### config.mk
export PLATFORM = sky130hd
export DESIGN_NAME = led_scan_sequencer
export DESIGN_NICKNAME = d
export VERILOG_FILES = /design/src/rtl/led_seq_pkg.sv /design/src/rtl/led_seq_prescaler.sv /design/src/rtl/led_scan_sequencer.sv
export SDC_FILE = /design/constraint.sdc
export NUM_CORES = 1
export LEC_CHECK = 0
export CORE_ASPECT_RATIO = 0.5
export CORE_MARGIN = 8
export CORE_UTILIZATION = 50
export CTS_CLUSTER_SIZE = 25
export DETAILED_ROUTE_END_ITERATION = 6
export PLACE_DENSITY = 0.74
export RECOVER_POWER = 50
export SLEW_MARGIN = 20
export SYNTH_ARGS = -nofsm -noshare
export SYNTH_HDL_FRONTEND = slang
export SYNTH_SLANG_ARGS = --single-unit
### constraint.sdc
create_clock -name clk -period 3 [get_ports clk]
set_input_delay 0.3 -clock clk [delete_from_list [all_inputs] [get_ports clk]]
set_output_delay 0.3 -clock clk [all_outputs]
set_load 0.005 [all_outputs]
### src/rtl/led_seq_pkg.sv
// Shared types and helpers for the LED scan sequencer.
//   mode_e    : pattern modes as seen on the cfg_mode port
//   dir_e     : bounce direction
//   calc_div  : clock cycles per pattern step, 0 when the inputs are unusable
package led_seq_pkg;

    typedef enum logic [1:0] {
        OFF    = 2'd0,
        WALK   = 2'd1,
        BOUNCE = 2'd2,
        BLINK  = 2'd3
    } mode_e;

    typedef enum logic {
        DIR_UP   = 1'b0,
        DIR_DOWN = 1'b1
    } dir_e;

    // A zero result means the division is meaningless; the top rejects any
    // result below 2 at elaboration.
    function automatic int calc_div(input int clk_hz, input int st_hz);
        if (st_hz <= 0 || clk_hz <= 0) begin
            return 0;
        end
        return clk_hz / st_hz;
    endfunction

endpackage

### src/rtl/led_seq_prescaler.sv
// Free-running step prescaler.
//   clk  : system clock
//   rst  : synchronous active-high reset
//   clr  : restart the count from 0 on the next edge
//   tick : high during the last cycle of each div-cycle period
module led_seq_prescaler #(
    parameter int div = 10
) (
    input  logic clk,
    input  logic rst,
    input  logic clr,
    output logic tick
);

    localparam int CNT_W = (div > 2) ? $clog2(div) : 1;

    logic [CNT_W-1:0] cnt_q;
    logic [CNT_W-1:0] cnt_d;

    assign tick = (cnt_q == CNT_W'(div - 1));

    always_comb begin
        if (clr || tick) begin
            cnt_d = '0;
        end else begin
            cnt_d = cnt_q + 1'b1;
        end
    end

    always_ff @(posedge clk) begin
        if (rst) begin
            cnt_q <= '0;
        end else begin
            cnt_q <= cnt_d;
        end
    end

endmodule

### src/rtl/led_scan_sequencer.sv
// LED pattern scheduler: a prescaler produces a step tick and a mode FSM
// advances one of four patterns (OFF, WALK, BOUNCE, BLINK) on each tick.
// Ports:
//   clk, rst   : system clock, synchronous active-high reset
//   cfg_valid  : config request
//   cfg_ready  : config slot free (pending buffer empty)
//   cfg_mode   : requested mode
//   step       : one-cycle pulse when q shows a new pattern step
//   q          : registered LED drive
module led_scan_sequencer
    import led_seq_pkg::*;
#(
    parameter int clk_freq_hz = 50_000,
    parameter int step_hz     = 8,
    parameter int num_leds    = 64
) (
    input  logic                clk,
    input  logic                rst,
    input  logic                cfg_valid,
    output logic                cfg_ready,
    input  logic [1:0]          cfg_mode,
    output logic                step,
    output logic [num_leds-1:0] q
);

    localparam int DIV   = calc_div(clk_freq_hz, step_hz);
    localparam int POS_W = (num_leds > 2) ? $clog2(num_leds) : 1;

    if (DIV < 2 || num_leds < 2) begin : g_bad_params
        $error("led_scan_sequencer: need clk_freq_hz/step_hz >= 2 and num_leds >= 2");
    end

    localparam logic [POS_W-1:0] POS_LAST = POS_W'(num_leds - 1);

    mode_e                state_q, state_d;
    logic [POS_W-1:0]     pos_q, pos_d;
    dir_e                 dir_q, dir_d;
    logic                 pend_valid_q, pend_valid_d;
    mode_e                pend_mode_q, pend_mode_d;
    logic [num_leds-1:0]  q_q, q_d;
    logic                 step_q, step_d;

    logic tick;
    logic clr;
    logic accept;

    function automatic logic [num_leds-1:0] one_hot(input logic [POS_W-1:0] p);
        return {{(num_leds-1){1'b0}}, 1'b1} << p;
    endfunction

    function automatic logic [num_leds-1:0] entry_pattern(input mode_e m);
        case (m)
            WALK, BOUNCE: return one_hot('0);
            BLINK:        return '1;
            default:      return '0;
        endcase
    endfunction

    led_seq_prescaler #(
        .div (DIV)
    ) u_prescaler (
        .clk  (clk),
        .rst  (rst),
        .clr  (clr),
        .tick (tick)
    );

    assign cfg_ready = !pend_valid_q;
    assign accept    = cfg_valid && cfg_ready;
    assign step      = step_q;
    assign q         = q_q;

    always_comb begin
        state_d      = state_q;
        pos_d        = pos_q;
        dir_d        = dir_q;
        pend_valid_d = pend_valid_q;
        pend_mode_d  = pend_mode_q;
        q_d          = q_q;
        step_d       = 1'b0;
        clr          = 1'b0;

        if (state_q == OFF) begin
            // From OFF a new mode takes effect at once and restarts the step period.
            if (accept) begin
                state_d = mode_e'(cfg_mode);
                pos_d   = '0;
                dir_d   = DIR_UP;
                clr     = 1'b1;
                q_d     = entry_pattern(mode_e'(cfg_mode));
            end
        end else begin
            if (tick && pend_valid_q) begin
                // An apply replaces the pattern advance for this tick.
                state_d      = pend_mode_q;
                pos_d        = '0;
                dir_d        = DIR_UP;
                pend_valid_d = 1'b0;
                q_d          = entry_pattern(pend_mode_q);
                step_d       = (pend_mode_q != OFF);
            end else if (tick) begin
                step_d = 1'b1;
                case (state_q)
                    WALK: begin
                        pos_d = (pos_q == POS_LAST) ? '0 : pos_q + 1'b1;
                        q_d   = one_hot(pos_d);
                    end
                    BOUNCE: begin
                        // Turn around at the ends so neither end LED is shown twice.
                        if (dir_q == DIR_UP) begin
                            if (pos_q == POS_LAST) begin
                                dir_d = DIR_DOWN;
                                pos_d = pos_q - 1'b1;
                            end else begin
                                pos_d = pos_q + 1'b1;
                            end
                        end else begin
                            if (pos_q == '0) begin
                                dir_d = DIR_UP;
                                pos_d = pos_q + 1'b1;
                            end else begin
                                pos_d = pos_q - 1'b1;
                            end
                        end
                        q_d = one_hot(pos_d);
                    end
                    BLINK:   q_d = ~q_q;
                    default: q_d = q_q;
                endcase
            end

            // Accept only happens with the buffer empty, so it never collides with an apply.
            if (accept) begin
                pend_valid_d = 1'b1;
                pend_mode_d  = mode_e'(cfg_mode);
            end
        end
    end

    always_ff @(posedge clk) begin
        if (rst) begin
            state_q      <= OFF;
            pos_q        <= '0;
            dir_q        <= DIR_UP;
            pend_valid_q <= 1'b0;
            pend_mode_q  <= OFF;
            q_q          <= '0;
            step_q       <= 1'b0;
        end else begin
            state_q      <= state_d;
            pos_q        <= pos_d;
            dir_q        <= dir_d;
            pend_valid_q <= pend_valid_d;
            pend_mode_q  <= pend_mode_d;
            q_q          <= q_d;
            step_q       <= step_d;
        end
    end

endmodule

==> results_dict.tcl <==
set metrics [dict create \
    comb_power_share_pct 46.2 \
    ctsResizeCount 0 \
    num_antenna_cells 0 \
    worstPathArrival_ns 2.97 \
    pwr-share-clk_pct 19.5 \
    cts.path.max_buffers 2 \
    fin_tns_setup_ns 0 \
    numCtsBuffers 9 \
    synthFlopType "sky130_fd_sc_hd__dfxtp_1" \
    synth_enable_flop_cells 0 \
    worst_setup_hold_path_clk_slew_ns 0.07 \
    power_per_cell_area_nw_per_um2 966.7 \
    place_hpwl_um 9696 \
    ys_warn_count 0 \
    route.final.wire_length_um 14730 \
    initialDrtViolationCount 533 \
    core_area_um2 10080 \
    worst_ep_required_time_ns 3.26 \
    pins_over_their_slew_limit 0 \
    post-route-period-util_pct 90.35 \
    number_of_setup_violations_in_the_final_report 0 \
    seq_power_share_pct 34.3 \
    num-nets-final 704 \
    finalCriticalPeriod_ns 2.711 \
    port_buffers 70 \
    chipHeight_um 87.56 \
    power_switching_share_pct 38.98 \
    wire_length_of_the_first_global_routing_pass_um 24120 \
    tightestPinTransition_ns 0.6962 \
    final_non_filler_cell_total 835 \
    crit_path_top_delay_cell "sky130_fd_sc_hd__a22oi_4" \
    detailroute.via_count 5185 \
    synth.yosys.seq_area_share_pct 35.19 \
    root_buffer "sky130_fd_sc_hd__clkbuf_16" \
    number_of_iterations_in_the_first_detailed_routing_pass 5 \
    width_of_the_die_um 159.1 \
    synth.lib_cells_used.distinct 59 \
    postSynthNetCount 659 \
    max_stage_delay_ns 0.53 \
    timing.critical_path.fanout_max 16 \
    cell_internal_pwr_mw 3.662 \
    gp_congestion 0.8959 \
    post_drt_wl_per_cell_um 17.65 \
    synthesis.area_um2 5120 \
    antenna_violating_nets_post_route 0 \
    cts_setup_buffers 0 \
    timing.critical_path.cells "buf_4 > ha_1 > and3_1 > nand3_1 > a311o_1 > a22oi_4 > nand4_1 > a211oi_1" \
    cap_violations 0 \
    peakVddDrop_mv 0.4336 \
    track_usage_pct 20.63 \
    pin_count 71 \
    post-place-cells 819 \
    cts-hold-fix-buffers 0 \
    remaining_drc_errors 0 \
    post_drt_via_cell_ratio 6.210 \
    clk_latency_ns 0.34 \
    clock_net_sink_count 90 \
    ys_async_sr_fraction_pct 0 \
    p_switching_mw 2.339 \
    layout-drive-gt1-share_pct 8.777 \
    rsz_0062_raised_after_global_routing "no" \
    grt_start_max_net_pins 70 \
    max-slew-margin-rel_pct 53.37 \
    initial_antenna_violation_count 0 \
    hold_class "flop to flop" \
    crit_start_category "flop" \
    critical_path_class "flop to flop" \
    tritoncts "yes" \
    final_area_um2 6207 \
    syn2layout_area_growth_pct 21.24 \
    grt_overflow_total 0 \
    die_area_um2 13930 \
    floorplan.initialDensity_pct 50.77 \
    p_leak_nw 2.318 \
    first_global_vias 4689 \
    average_size_of_a_mapped_cell_um2 7.938 \
    status "complete, no violations" \
    cts_htree_levels 3 \
    endpoint_kind "flop" \
    syn-instance-count 645 \
    number_of_flip_flops_and_latches_in_the_synthesized_netlist 90 \
    finalHoldViolCount 0 \
    placedInstanceArea_um2 5911 \
    timing.fmax_mhz 368.9 \
    core.rowCount 26 \
    final.setup_skew_ns 0.007206 \
]
## routing by layer
| metal | part of all wire, % | GRT usage [%] |
|---|---|---|
| met5 | 0 | 0 |
| met4 | 1.7 | 6.202 |
| met3 | 6.5 | 4.456 |
| met1 | 47 | 27.43 |
| met2 | 45 | 33.36 |
## power by group through the flow
stage          clock, mW  sequential, mW  combinational [mW]
3_5_place_dp           0            2.08                2.94
6_report            1.17            2.06                2.77
5_1_grt             1.25            2.12                3.07
2_1_floorplan          0            2.04                1.61
3_3_place_gp           0            2.08                2.86
4_1_cts             1.19            2.07                2.96
## registers in the layout (all words and copies together) (netlist names)
| signal | count |
|---|---|
| pos_q | 6 |
| state_q | 2 |
| pend_valid_q | 1 |
| dir_q | 1 |
| q | 64 |
| step | 1 |
| pend_mode_q | 2 |
| u_prescaler.cnt_q | 13 |
## cell usage in the layout (no fill, tap or decap), types with 4 or more instances in the layout
master,n
sky130_fd_sc_hd__dfxtp_1,90
sky130_fd_sc_hd__nor2_1,84
sky130_fd_sc_hd__dlygate4sd3_1,66
sky130_fd_sc_hd__a31oi_1,50
sky130_fd_sc_hd__o21ai_0,43
sky130_fd_sc_hd__nand2b_1,33
sky130_fd_sc_hd__nand3_1,32
sky130_fd_sc_hd__nand4_1,29
sky130_fd_sc_hd__a21oi_1,26
sky130_fd_sc_hd__buf_4,24
sky130_fd_sc_hd__o211ai_1,22
sky130_fd_sc_hd__nor3_1,21
sky130_fd_sc_hd__nand2_1,18
sky130_fd_sc_hd__a211oi_1,16
sky130_fd_sc_hd__and3_1,12
sky130_fd_sc_hd__xor2_1,11
sky130_fd_sc_hd__nor4_1,9
sky130_fd_sc_hd__ha_1,9
sky130_fd_sc_hd__clkbuf_16,9
sky130_fd_sc_hd__inv_1,8
sky130_fd_sc_hd__a41oi_1,5
sky130_fd_sc_hd__o21a_1,5
sky130_fd_sc_hd__and2_1,4
sky130_fd_sc_hd__nor2b_1,4
sky130_fd_sc_hd__xnor2_1,4
sky130_fd_sc_hd__mux2i_1,4
sky130_fd_sc_hd__a22oi_1,4
sky130_fd_sc_hd__clkdlybuf4s50_1,4
## Yosys cell counts (4+ instances only)
library cell                n  area, um2
sky130_fd_sc_hd__xnor2_1    4      35.03
sky130_fd_sc_hd__dfxtp_1   90       1802
sky130_fd_sc_hd__a41oi_1    5      43.79
sky130_fd_sc_hd__a31oi_1   50      312.8
sky130_fd_sc_hd__a211oi_1  16      120.1
sky130_fd_sc_hd__nor2_1    84      315.3
sky130_fd_sc_hd__o21a_1     5      37.54
sky130_fd_sc_hd__nand2_1   18      67.56
sky130_fd_sc_hd__nand3_1   32      160.2
sky130_fd_sc_hd__inv_1      8      30.03
sky130_fd_sc_hd__a22oi_1    5      37.54
sky130_fd_sc_hd__nor4_1     9      56.30
sky130_fd_sc_hd__buf_6      5      56.30
sky130_fd_sc_hd__mux2i_1    4      40.04
sky130_fd_sc_hd__nor3_1    21      105.1
sky130_fd_sc_hd__and3_1    12      75.07
sky130_fd_sc_hd__o211ai_1  22      165.2
sky130_fd_sc_hd__and2_1     4      25.02
sky130_fd_sc_hd__a21oi_1   26      130.1
sky130_fd_sc_hd__nand2b_1  33      206.5
sky130_fd_sc_hd__nand4_1   29      181.4
sky130_fd_sc_hd__ha_1       9      112.6
sky130_fd_sc_hd__clkbuf_1  30      112.6
sky130_fd_sc_hd__buf_2     23      115.1
sky130_fd_sc_hd__nor2b_1    4      25.02
sky130_fd_sc_hd__buf_4      4      30.03
sky130_fd_sc_hd__o21ai_0   43      215.2
sky130_fd_sc_hd__xor2_1    11      96.34
## cells by family after synthesis
kind of cell / Yosys count / share of synthesized area (%)
buf+inv: 71 / 6.794
simple gates: 262 / 26.69
flops: 90 / 35.19
xor+xnor: 16 / 2.884
compound gates: 193 / 25.46
fa+ha+maj: 9 / 2.199
mux: 4 / 0.7820
## per-stage QoR
stage | total power, mW | setup WS (ns) | util, % | hold WS [ns]
floorplan | 3.654 | 0.4805 | - | 0.4409
global placement | 4.943 | 0.3610 | 58.61 | 0.4592
detailed placement | 5.025 | 0.3586 | 58.61 | 0.4681
CTS | 6.211 | 0.3454 | 61.59 | 0.4830
global route | 6.436 | 0.1453 | 61.55 | 0.5188
finish | 6.000 | 0.2894 | 61.55 | 0.4784
## worst max-delay path: cells and delay by family, from the launching register on
family                   cells  cell delay, ns
AO/OA/AOI/OAI                3            1.24
AND/OR/NAND/NOR              3            0.63
flip-flops                   1            0.32
adder cells (fa/ha/maj)      1            0.23
buffers and inverters        1            0.19
## layout make-up
type	instances	area (um2)
tap	140	175.2
sequential	90	1802
clock inverter	6	71.32
multi-input combinational	484	2975
clock buffer	10	229.0
timing repair buffer	97	924.6
fill	916	3877
inverter	8	30.03
## worst paths after layout
kind	from	to	slack, ns	cells past startpoint
worst min-delay path	u_prescaler.cnt_q[0]$_SDFF_PP0_	u_prescaler.cnt_q[0]$_SDFF_PP0_	0.48	1
worst max register to register	pos_q[0]$_SDFFE_PP0P_	q[59]$_SDFFE_PP0P_	0.29	8
worst min register to register	u_prescaler.cnt_q[0]$_SDFF_PP0_	u_prescaler.cnt_q[0]$_SDFF_PP0_	0.48	1
worst max-delay path	pos_q[0]$_SDFFE_PP0P_	q[59]$_SDFFE_PP0P_	0.29	8
(Power assumes the default switching activity.)
